[src/rtl/apb_event_pkg.sv]
// Shared constants and types for the APB event-counter sink.
// Default register addresses, FSM state and channel decode enums, status bit map.
package apb_event_pkg;

  localparam logic [31:0] DEF_ADDR_A      = 32'hABBA0000;
  localparam logic [31:0] DEF_ADDR_B      = 32'hBAFF0000;
  localparam logic [31:0] DEF_ADDR_C      = 32'hCAFE0000;
  localparam logic [31:0] DEF_ADDR_STATUS = 32'hC0DE0000;

  typedef enum logic [1:0] {IDLE, WAIT, DONE} state_t;
  typedef enum logic [1:0] {CH_A, CH_B, CH_C, CH_NONE} chan_t;

  localparam int STATUS_MISS_A = 0;
  localparam int STATUS_MISS_B = 1;
  localparam int STATUS_MISS_C = 2;

endpackage

[src/rtl/apb_event_chan.sv]
// One event channel: last accepted count, +1 continuity check, sticky miss flag
// with write-1-to-clear, and a one-cycle update pulse after each accepted write.
module apb_event_chan (
  input  logic        clk,
  input  logic        reset,
  input  logic        wr_en,
  input  logic [31:0] wr_data,
  input  logic        clr,
  output logic [31:0] cnt,
  output logic        upd,
  output logic        miss
);

  // A miss raised by a write takes priority over a clear in the same cycle.
  always_ff @(posedge clk or posedge reset) begin
    if (reset) begin
      cnt  <= 32'd0;
      upd  <= 1'b0;
      miss <= 1'b0;
    end else begin
      upd <= wr_en;
      if (wr_en) begin
        cnt <= wr_data;
        if (wr_data != cnt + 32'd1)
          miss <= 1'b1;
      end else if (clr) begin
        miss <= 1'b0;
      end
    end
  end

endmodule

[src/rtl/apb_event_sink.sv]
// APB completer terminating the event-counter write stream: decodes three count
// registers plus a status register, inserts wait states, and flags bad accesses.
module apb_event_sink
  import apb_event_pkg::*;
#(
  parameter int          WAIT_STATES = 1,
  parameter logic [31:0] ADDR_A      = DEF_ADDR_A,
  parameter logic [31:0] ADDR_B      = DEF_ADDR_B,
  parameter logic [31:0] ADDR_C      = DEF_ADDR_C,
  parameter logic [31:0] ADDR_STATUS = DEF_ADDR_STATUS
) (
  input  logic        clk,
  input  logic        reset,
  input  logic        apb_psel_i,
  input  logic        apb_penable_i,
  input  logic [31:0] apb_paddr_i,
  input  logic        apb_pwrite_i,
  input  logic [31:0] apb_pwdata_i,
  output logic [31:0] apb_prdata_o,
  output logic        apb_pready_o,
  output logic        apb_pslverr_o,
  output logic [31:0] cnt_a_o,
  output logic [31:0] cnt_b_o,
  output logic [31:0] cnt_c_o,
  output logic [2:0]  upd_o,
  output logic [2:0]  miss_o
);

  state_t      state;
  logic [3:0]  wait_cnt;
  chan_t       chan_q;
  logic        status_q;
  logic        pwrite_q;
  logic [31:0] pwdata_q;

  chan_t       chan_in;
  logic        status_in;
  chan_t       chan_sel;
  logic        status_sel;
  logic        write_sel;
  logic        resp_err;
  logic [31:0] resp_data;

  logic        commit;
  logic [2:0]  wr_en;
  logic [2:0]  clr;

  function automatic chan_t decode_chan(input logic [31:0] addr);
    if (addr == ADDR_A) return CH_A;
    if (addr == ADDR_B) return CH_B;
    if (addr == ADDR_C) return CH_C;
    return CH_NONE;
  endfunction

  assign chan_in   = decode_chan(apb_paddr_i);
  assign status_in = (apb_paddr_i == ADDR_STATUS);

  // With zero wait states the response is registered straight from the setup
  // phase inputs; otherwise it comes from the values latched at setup.
  always_comb begin
    chan_sel   = chan_q;
    status_sel = status_q;
    write_sel  = pwrite_q;
    if (state == IDLE) begin
      chan_sel   = chan_in;
      status_sel = status_in;
      write_sel  = apb_pwrite_i;
    end
  end

  always_comb begin
    resp_err  = 1'b0;
    resp_data = 32'd0;
    if (status_sel) begin
      if (!write_sel)
        resp_data[STATUS_MISS_C:STATUS_MISS_A] = miss_o;
    end else begin
      case (chan_sel)
        CH_A:    if (!write_sel) resp_data = cnt_a_o;
        CH_B:    if (!write_sel) resp_data = cnt_b_o;
        CH_C:    if (!write_sel) resp_data = cnt_c_o;
        default: resp_err = 1'b1;
      endcase
    end
  end

  assign commit   = (state == DONE) && pwrite_q;
  assign wr_en[0] = commit && !status_q && (chan_q == CH_A);
  assign wr_en[1] = commit && !status_q && (chan_q == CH_B);
  assign wr_en[2] = commit && !status_q && (chan_q == CH_C);
  assign clr      = (commit && status_q) ? pwdata_q[STATUS_MISS_C:STATUS_MISS_A] : 3'b000;

  // Transfer FSM; PREADY/PSLVERR/PRDATA are registered and only valid in DONE.
  always_ff @(posedge clk or posedge reset) begin
    if (reset) begin
      state         <= IDLE;
      wait_cnt      <= 4'd0;
      chan_q        <= CH_NONE;
      status_q      <= 1'b0;
      pwrite_q      <= 1'b0;
      pwdata_q      <= 32'd0;
      apb_pready_o  <= 1'b0;
      apb_pslverr_o <= 1'b0;
      apb_prdata_o  <= 32'd0;
    end else begin
      case (state)
        IDLE: begin
          if (apb_psel_i && !apb_penable_i) begin
            chan_q   <= chan_in;
            status_q <= status_in;
            pwrite_q <= apb_pwrite_i;
            pwdata_q <= apb_pwdata_i;
            wait_cnt <= 4'(WAIT_STATES);
            if (WAIT_STATES == 0) begin
              state         <= DONE;
              apb_pready_o  <= 1'b1;
              apb_pslverr_o <= resp_err;
              apb_prdata_o  <= resp_data;
            end else begin
              state <= WAIT;
            end
          end
        end
        WAIT: begin
          if (!(apb_psel_i && apb_penable_i)) begin
            state    <= IDLE;
            wait_cnt <= 4'd0;
          end else if (wait_cnt <= 4'd1) begin
            state         <= DONE;
            wait_cnt      <= 4'd0;
            apb_pready_o  <= 1'b1;
            apb_pslverr_o <= resp_err;
            apb_prdata_o  <= resp_data;
          end else begin
            wait_cnt <= wait_cnt - 4'd1;
          end
        end
        DONE: begin
          state         <= IDLE;
          apb_pready_o  <= 1'b0;
          apb_pslverr_o <= 1'b0;
          apb_prdata_o  <= 32'd0;
        end
        default: state <= IDLE;
      endcase
    end
  end

  apb_event_chan u_chan_a (
    .clk     (clk),
    .reset   (reset),
    .wr_en   (wr_en[0]),
    .wr_data (pwdata_q),
    .clr     (clr[0]),
    .cnt     (cnt_a_o),
    .upd     (upd_o[0]),
    .miss    (miss_o[0])
  );

  apb_event_chan u_chan_b (
    .clk     (clk),
    .reset   (reset),
    .wr_en   (wr_en[1]),
    .wr_data (pwdata_q),
    .clr     (clr[1]),
    .cnt     (cnt_b_o),
    .upd     (upd_o[1]),
    .miss    (miss_o[1])
  );

  apb_event_chan u_chan_c (
    .clk     (clk),
    .reset   (reset),
    .wr_en   (wr_en[2]),
    .wr_data (pwdata_q),
    .clr     (clr[2]),
    .cnt     (cnt_c_o),
    .upd     (upd_o[2]),
    .miss    (miss_o[2])
  );

endmodule
[config.mk]
export PLATFORM = sky130hd
export DESIGN_NAME = apb_event_sink
export DESIGN_NICKNAME = d
export VERILOG_FILES = /design/src/rtl/apb_event_pkg.sv /design/src/rtl/apb_event_chan.sv /design/src/rtl/apb_event_sink.sv
export SDC_FILE = /design/constraint.sdc
export NUM_CORES = 1
export LEC_CHECK = 0
export CAP_MARGIN = 10
export CORE_ASPECT_RATIO = 1.25
export CORE_UTILIZATION = 30
export CTS_BUF_LIST = sky130_fd_sc_hd__clkbuf_2
export DETAILED_ROUTE_END_ITERATION = 7
export PLACE_DENSITY = 0.61
export SLEW_MARGIN = 0
export SYNTH_ARGS = -nofsm -noshare
export SYNTH_HDL_FRONTEND = slang
export SYNTH_HIERARCHICAL = 1
export SYNTH_SLANG_ARGS = --single-unit
[constraint.sdc]
create_clock -name clk -period 3.7 [get_ports clk]
set_clock_uncertainty 0.15 [all_clocks]
set_input_delay 0.555 -clock clk [delete_from_list [all_inputs] [get_ports clk]]
set_output_delay 0.555 -clock clk [all_outputs]
set_load 0.02 [all_outputs]
---- After elaboration in Yosys (flattened, before gate mapping) ----
Cells that the tools add are included.
cells by class
  add/subtract/negate cells ............... 4
  order comparisons ....................... 1
  eq/ne operators ......................... 20
  muxes and demuxes ....................... 51
  reductions and logical operators ........ 26
operators with widths
  cell                                                                    number
  32-bit 2-to-1 mux                                                       5
  32-bit equality test (second input constant)                            4
  32-bit by 1-bit adder with 32-bit output (second input constant)        3
  32-bit inequality test                                                  3
  32-bit one-hot mux with 3 select lines                                  1
  32-bit one-hot mux with 2 select lines                                  1
  29-bit 2-to-1 mux                                                       1
  1-bit 2-to-1 mux                                                        23
  2-bit 2-to-1 mux                                                        10
  4-bit 2-to-1 mux                                                        3
  2-bit AND reduction                                                     6
  2-bit inequality test (second input constant)                           5
  2-bit nonzero test                                                      5
  3-bit 2-to-1 mux                                                        3
  1-bit logical AND                                                       8
  4-bit one-hot mux with 2 select lines                                   1
  2-bit by 1-bit equality test with 1-bit output (second input constant)  3
  2-bit equality test (second input constant)                             3
  2-bit logical NOT                                                       3
  4-bit by 1-bit <= comparator with 1-bit output (second input constant)  1
  1-bit one-hot mux with 2 select lines                                   2
  2-bit one-hot mux with 2 select lines                                   1
  4-bit by 1-bit subtractor with 4-bit output (second input constant)     1
  3-bit inequality test (second input constant)                           1
  4 further kinds                                                         5
storage, ports and cells
  register bits ........................... 178
  input port bits ......................... 69
  output and inout bits ................... 136
  word-level logic and storage cells ...... 120

---- Depth between registers and ports, before layout ----
Gate-level depths: netlist (run 1).
  word-level depth ........................ 16
  mapped depth ............................ 11
  gate-level depth less buffers ........... 8

---- Cells and area by module ----
The synthesis (run 1) kept the hierarchy.
modules (own cells, without submodules)
  module          times used  cells each  area each (um^2)
  apb_event_chan  3           266         2591.2
  apb_event_sink  1           471         4403.0

---- Least setup slack after synthesis (run 1) ----
OpenSTA, ideal clock, no wires.
  path kind ............................... input to register
  from .................................... input apb_paddr_i[1]
  to ...................................... register apb_prdata_o[21]
  arrival time ............................ 2.500 ns
  data required time ...................... 3.455 ns
  setup slack ............................. 0.955 ns
  stages on the path ...................... 8
  buffers on the path ..................... 2
  cells stage by stage .................... or4_4 or2_4 or3_4 o31ai_1 buf_4 buf_4 a32oi_1 o31ai_1
on the way
  word-level cells in the longest chain between the ends .. 14
  elaborated cells on any way between the ends .. 25
  those cells by class .................... eq/ne: 6; mux: 18; reduce/logical: 1
ends and longest elaborated chain
  what                                         line                   RTL
  start, declared                              apb_event_sink.sv:16   input logic [31:0] apb_paddr_i,
  32-bit equality test                         apb_event_sink.sv:51   if (addr == ADDR_C) return CH_C;
  1-bit 2-to-1 mux (2 in series)               apb_event_sink.sv:51
  1-bit 2-to-1 mux                             apb_event_sink.sv:50   if (addr == ADDR_B) return CH_B;
  2-bit 2-to-1 mux                             apb_event_sink.sv:52   return CH_NONE;
  2-bit 2-to-1 mux                             apb_event_sink.sv:51
  2-bit 2-to-1 mux                             apb_event_sink.sv:50
  2-bit 2-to-1 mux                             apb_event_sink.sv:64   if (state == IDLE) begin
  2-bit equality test (tied with other cells)  apb_event_sink.sv:78   case (chan_sel)
  32-bit one-hot mux with 3 select lines       apb_event_sink.sv:78
  29-bit 2-to-1 mux *                          apb_event_sink.sv:74   if (status_sel) begin
  32-bit 2-to-1 mux *                          apb_event_sink.sv:128  end else if (wait_cnt <= 4'd1) begin
  32-bit 2-to-1 mux *                          apb_event_sink.sv:125  if (!(apb_psel_i && apb_penable_i)) begin
  32-bit one-hot mux with 2 select lines *     apb_event_sink.sv:106  case (state)
  end signal, assigned                         apb_event_sink.sv:118  apb_prdata_o <= resp_data;
  end signal, assigned                         apb_event_sink.sv:133  apb_prdata_o <= resp_data;
  end, declared                                apb_event_sink.sv:19   output logic [31:0] apb_prdata_o,
Every way passes the cells marked *; elsewhere a longest branch is shown, timed or not. The select of a mux whose other input is x is not followed.
A chain may end at the register's enable or synchronous reset.

---- Final worst setup path (run 1) ----
  from .................................... register u_chan_c.cnt[5]
  to ...................................... register u_chan_c.miss
on the way
  word-level cells in the longest chain between the ends .. 4
ends and longest elaborated chain
  what                                      line                  RTL
  start, declared                           apb_event_chan.sv:9   output logic [31:0] cnt,
  start signal, assigned                    apb_event_chan.sv:23  cnt <= wr_data;
  32-bit by 1-bit adder with 32-bit output  apb_event_chan.sv:24  if (wr_data != cnt + 32'd1)
  32-bit inequality test                    apb_event_chan.sv:24
  2-bit inequality test (no line)           n/a
  2-bit AND reduction (no line)             n/a
  end signal, assigned                      apb_event_chan.sv:19  miss <= 1'b0;
  end signal, assigned                      apb_event_chan.sv:25  miss <= 1'b1;
  end signal, assigned                      apb_event_chan.sv:27  miss <= 1'b0;
  end, declared                             apb_event_chan.sv:11  output logic miss
No other way between the ends.

==> metrics.txt, run 1 <==
Worst Path Max Fanout 13; most common cell after layout, fill and taps aside clkdlybuf4s50_1; Post-Syn Nets 1346; minimum clock period after layout 3.063 ns; worst slew pin tran 0.9479 ns; result of the run finished, final reports clean; setup TNS 0 ns; Root Driver clkbuf_2; synthesis warning total 6; CP max stage cell dfrtp_1; crit-path cells nand4_1, nor4_4, nand3_1, nor4bb_1, a311oi_1, a22oi_1, a21oi_1; max-cap violations 0; most frequent cells in the layout clkdlybuf4s50_1 (204), dfrtp_1 (176), mux2_2 (126); CTS buffer count 17; Detailed Place HPWL 34630 um; routed via count 11.48k; pin count of the biggest net entering global routing 42; Placer Congestion 0.9223; Die Y 227.2 um; Bufs on Longest Clock Path 2; # DRC 0; # setup viols final 0; r2r setup slk 0.64 ns; CP Capture Type flop; post-CTS sizing 0; Clk Latency, worst-skew pair 0.88 ns; Cells after Synth 1269; gr ovfl total 0; global-route wire length before repair 69080 um; Synth Register Bits 178; Starting DRT DRC Count 968; final core utilization 37.68%; proportion of layout cells with a drive suffix above 1 16.48%; Die Wd 182.2 um; Slew headroom 36.80%; row cnt 82; Final ANT Viol Nets 0; DR WL/cell 23.72 um; TritonCTS clock tree built; Max Freq 326.5 MHz; post-synthesis cell area 12180 um^2; Peak VDD IR 0.2505 mV; area grow syn2layout 23.83%; final hold viol count 0; IO Port Bufs 204; I/O pin cnt 205; FFs w/ async S/R, synth 100.0%; syn avg cell area 9.595 um^2; Crit path largest cell delay 0.71 ns; full die area 41400 um^2; Final Max Slew Viols 0; drt via density 5.873; Fillers 4068; kind of critical path reg -> reg; number of flops mapped to enable cells by yosys 0; DRT Pass-1 Iters 5; core area 40010 um^2; leak pwr 5.840 nW; H-tree Lvls 4; final worst slack 0.6371 ns; nets 1514; CP arrival 3.68 ns; worst hold path class in -> reg; Final Cycle Share 82.78%; clock slew at reported path FFs 0.29 ns; Global Route Usage Sum 22.27%; sequential share of the synthesized area 36.60%; Worst setup SP type flop; top_reg_cell synth dfrtp_1; CP Data Required Time 4.32 ns; RSZ-0062 raised after global routing false; vias in the first global route 11.34k; Unique masters post-synth 71; Num Clock Sinks 178; initial antenna violation count 1; post-place setup slack 0.3991 ns; pwr/cell area 639.4 nW/um^2; Initial Utilization 30.43%; final WL 46380 um
==> report_power, final <==
group	internal (W)	switching, W
sequential	0.00241	0.00160
clock	0.000460	0.000770
combinational	0.00211	0.00230
total	0.00498	0.00467
==> worst max-delay path: cells and delay by family (launching register included) <==
family,cells,cell delay [ns]
and+or+nand+nor,4,1.58
AOI/OAI and AO/OA,3,0.53
DFF,1,0.71
==> worst paths after layout <==
| check | startpoint | to | cells after the start |
|---|---|---|---|
| max | u_chan_c/cnt[5] | u_chan_c/miss | 7 |
| min | apb_pwdata_i[16] | pwdata_q[16] | 2 |
| max reg2reg | u_chan_c/cnt[5] | u_chan_c/miss | 7 |
| min reg2reg | apb_prdata_o[5] | apb_prdata_o[5] | 2 |
| max in group asynchronous | reset | u_chan_b/cnt[9] | 4 |
| min in group asynchronous | reset | u_chan_c/cnt[22] | 3 |
==> what timing repair did <==
action | in CTS | in global routing
endpoints found under the hold margin | 46 | 0
hold buffers | 1 | 0
setup buffers | 0 | 0
==> cell type report <==
type | instances | area (um^2) | share of cell area, %
Clock inverter | 14 | 200.2 | 1.328
Clock buffer | 18 | 90.09 | 0.5975
Inverter | 21 | 80.08 | 0.5311
Antenna cell | 1 | 2.502 | 0.01660
Sequential cell | 178 | 4457 | 29.56
Multi-Input combinational cell | 983 | 7296 | 48.39
Timing Repair Buffer | 236 | 2322 | 15.40
Tap cell | 504 | 630.6 | 4.182
==> sequential cells by signal, indices dropped and copies added (netlist names) <==
| register | flops |
|---|---|
| u_chan_b/upd | 1 |
| status_q | 1 |
| u_chan_a/upd | 1 |
| pwdata_q | 32 |
| u_chan_c/miss | 1 |
| u_chan_c/upd | 1 |
| apb_pslverr_o | 1 |
| state | 2 |
| pwrite_q | 1 |
| apb_pready_o | 1 |
| apb_prdata_o | 32 |
| u_chan_b/cnt | 32 |
| u_chan_b/miss | 1 |
| u_chan_a/cnt | 32 |
| u_chan_c/cnt | 32 |
| u_chan_a/miss | 1 |
| chan_q | 2 |
| wait_cnt | 4 |
==> metrics by stage <==
step	cell area, um^2	total power, W	hold WS [ns]	cells
final	15080	0.009641	0.09324	1955
after global routing	15080	0.01017	0.01938	1955
after detailed placement	14780	0.008353	0.3452	1921
after CTS	15080	0.009597	0.002716	1954
after global placement	14780	0.008266	0.3419	1921
after floorplan	12180	0.006355	0.3159	1269
==> logic make-up (layout without fill, tap and decap cells) <==
logic type	count (synthesis)	in the layout	synth area share [%]
muxes	141	141	12.89
other	0	1	0
buffers and inverters	108	289	3.812
DFF	178	178	36.60
and+or+nand+nor	418	418	20.25
AOI/OAI and AO/OA	308	308	17.86
xor gates and xnor gates	108	108	7.768
adders and majority gates	8	8	0.8221
==> cell usage after synthesis (8+ instances only) <==
master | number | area [um^2]
o311ai_0 | 9 | 78.83
clkbuf_1 | 47 | 176.4
nor3_1 | 19 | 95.09
a31o_2 | 13 | 113.9
and4_1 | 12 | 105.1
nor3b_1 | 11 | 82.58
dfrtp_1 | 176 | 4404
inv_1 | 21 | 78.83
or3_1 | 10 | 62.56
buf_2 | 26 | 130.1
mux2i_1 | 15 | 150.1
and2_1 | 18 | 112.6
o22ai_1 | 32 | 200.2
nand3_1 | 44 | 220.2
mux2_2 | 126 | 1419
a32oi_1 | 29 | 254.0
nand2b_1 | 11 | 68.82
xor2_1 | 51 | 446.7
a22oi_1 | 13 | 97.59
xnor2_1 | 57 | 499.2
a21oi_1 | 18 | 90.09
o21ai_0 | 91 | 455.4
ha_1 | 8 | 100.1
o211ai_1 | 9 | 67.56
o31ai_1 | 36 | 270.3
or2_2 | 8 | 50.05
nor4_1 | 36 | 225.2
nand4_1 | 51 | 319.1
nor2_1 | 43 | 161.4
nand2_1 | 99 | 371.6
==> metal layers <==
layer | vias to the layer above | routed length [um] | share of wire, % | GRT usage (%)
li1 | 5200 | - | - | -
met1 | 5708 | 18870 | 41 | 26.99
met2 | 487 | 22540 | 49 | 38.02
met3 | 87 | 2959 | 6.4 | 3.887
met4 | 0 | 2008 | 4.3 | 11.28
met5 | - | 0 | 0 | 0
Note: power is estimated with default switching activity, not from simulation.
==> inputs of run 2 (changes only) <==
==> constraint.sdc (replaced) <==
create_clock -name clk -period 2.9 [get_ports clk]
set_clock_uncertainty 0.15 [all_clocks]
set_input_delay 0.435 -clock clk [delete_from_list [all_inputs] [get_ports clk]]
set_output_delay 0.435 -clock clk [all_outputs]
set_load 0.02 [all_outputs]
==> run 2 against run 1 <==
Via count grew 5.7%; cell count grew 6.4%; clock-buffer cell count is the same; die area is the same; core utilization grew 2.8 points; routed wire length grew 3.4%; critical endpoint unchanged; largest power group unchanged; setup slack lost 0.56 ns; combinational power grew 49%; register-to-register slack lost 0.56 ns; maximum frequency grew 8.6%.
==> metrics.txt, run 2 (synthesis gave the netlist of run 1 again) <==
I/O pin cnt 205; Fillers 3971; pin count of the biggest net entering global routing 42; post-place setup slack -0.1867 ns; # setup viols final 0; storage element area 4472 um^2; Final Max Slew Viols 0; Worst setup SP type flop; Clk Latency, worst-skew pair 0.87 ns; initial antenna violation count 1; pwr/cell area 782.1 nW/um^2; Starting DRT DRC Count 1201; CP Capture Type flop; Design Area, Final 16200 um^2; CP Data Required Time 3.52 ns; leak pwr 6.461 nW; core area 40010 um^2; global-route wire length before repair 71680 um; Die Wd 182.2 um; Peak VDD IR 0.3246 mV; Final Cycle Share 97.24%; final cell count without fillers 2081; vias in the first global route 11.97k; most common cell after layout, fill and taps aside clkdlybuf4s50_1; minimum clock period after layout 2.820 ns; Num Clock Sinks 178; CP arrival 3.44 ns; Root Driver clkbuf_2; setup TNS 0 ns; final core utilization 40.49%; worst slew pin tran 0.8914 ns; Die Y 227.2 um; DR WL/cell 23.04 um; kind of critical path reg -> reg; Final ANT Viol Nets 0; Inst Count DP 2012; drt via density 5.834; nets 1640; final worst slack 0.07996 ns; area occupied by multi-input gates 7313 um^2; Worst Path Max Fanout 7; area grow syn2layout 33.05%; IO Port Bufs 204; result of the run finished, final reports clean; DRT Pass-1 Iters 6; Global Route Usage Sum 23.04%; CTS buffer count 17; TritonCTS clock tree built; Placer Congestion 1.006; placed instance area 15550 um^2; Initial Utilization 30.43%; worst hold path class in -> reg; # DRC 0; final WL 47950 um; gr ovfl total 0; proportion of layout cells with a drive suffix above 1 22.08%; max-cap violations 0; Max Freq 354.6 MHz; final hold viol count 0; routed via count 12.14k; clock slew at reported path FFs 0.27 ns; Bufs on Longest Clock Path 2; Slew headroom 40.57%; H-tree Lvls 4; Detailed Place HPWL 36190 um; row cnt 82; full die area 41400 um^2; most frequent cells in the layout clkdlybuf4s50_1 (203), dfrtp_1 (164), mux2_2 (126)
==> run 2: cell types whose count changed in the layout (fill, tap and decap cells not counted), moves of 2 or more <==
cell           delta
nor4_1            -2
dfrtp_2          +12
buf_4            +87
nor4_2            +2
dlygate4sd3_1    +32
buf_12            +7
dfrtp_1          -12
==> run 2: power by group <==
group	switching [W]	total, W	internal, W
logic	0.00352	0.00657	0.00305
clock network	0.000978	0.00148	0.000498
registers	0.00154	0.00462	0.00308
==> run 2: final cells by class <==
type | count | share of cell area, %
Timing Repair Buffer | 362 | 21.20
Antenna cell | 1 | 0.01545
Sequential cell | 178 | 27.60
Multi-Input combinational cell | 983 | 45.14
Clock buffer | 18 | 0.5561
Tap cell | 504 | 3.893
Inverter | 21 | 0.4943
Clock inverter | 14 | 1.097
==> run 2: metal layers <==
metal	global-route usage (%)	wire [um]	vias up
li1	-	-	5458
met1	27.78	19290	6000
met2	39.64	23320	560
met3	3.919	3147	122
met4	11.57	2191	0
met5	0	0	-
==> run 2: final timing paths <==
check | start | endpoint | slack (ns) | cells after the start
setup / recovery | u_chan_c/cnt[0] | u_chan_c/miss | 0.08 | 8
hold / removal | apb_pwrite_i | pwrite_q | 0.10 | 2
setup reg to reg | u_chan_c/cnt[0] | u_chan_c/miss | 0.08 | 8
hold reg to reg | apb_pready_o | apb_pready_o | 0.40 | 2
max in group asynchronous | reset | chan_q[0] | 1.61 | 4
min in group asynchronous | reset | u_chan_c/cnt[30] | 0.19 | 3
==> run 2: per-stage QoR <==
stage                     hold WS, ns  power [W]
after detailed placement       0.3401    0.01103
final                          0.1039    0.01267
after global routing          0.06733    0.01336
after floorplan                0.3159   0.008108
after CTS                     0.02616    0.01257
after global placement         0.3382    0.01094
==> run 2: timing repair <==
action                     4_1_cts  5_1_grt
gates resized for setup          7       10
setup buffers                    0        3
hold buffers                    33        0
setup endpoints to repair        6       39
pin swaps                        0        1
cloned                           0        0
hold endpoints to repair       153        0
==> run 2: critical path, cell delays in order, from the launching register on <==
cell and delay [ns]:
dfrtp_1 0.41, ha_1 0.17, and3_1 0.27, nand4_1 0.31
or3_4 0.52, a2111oi_4 0.29, o21ai_1 0.10, a22oi_1 0.39
a21oi_1 0.12
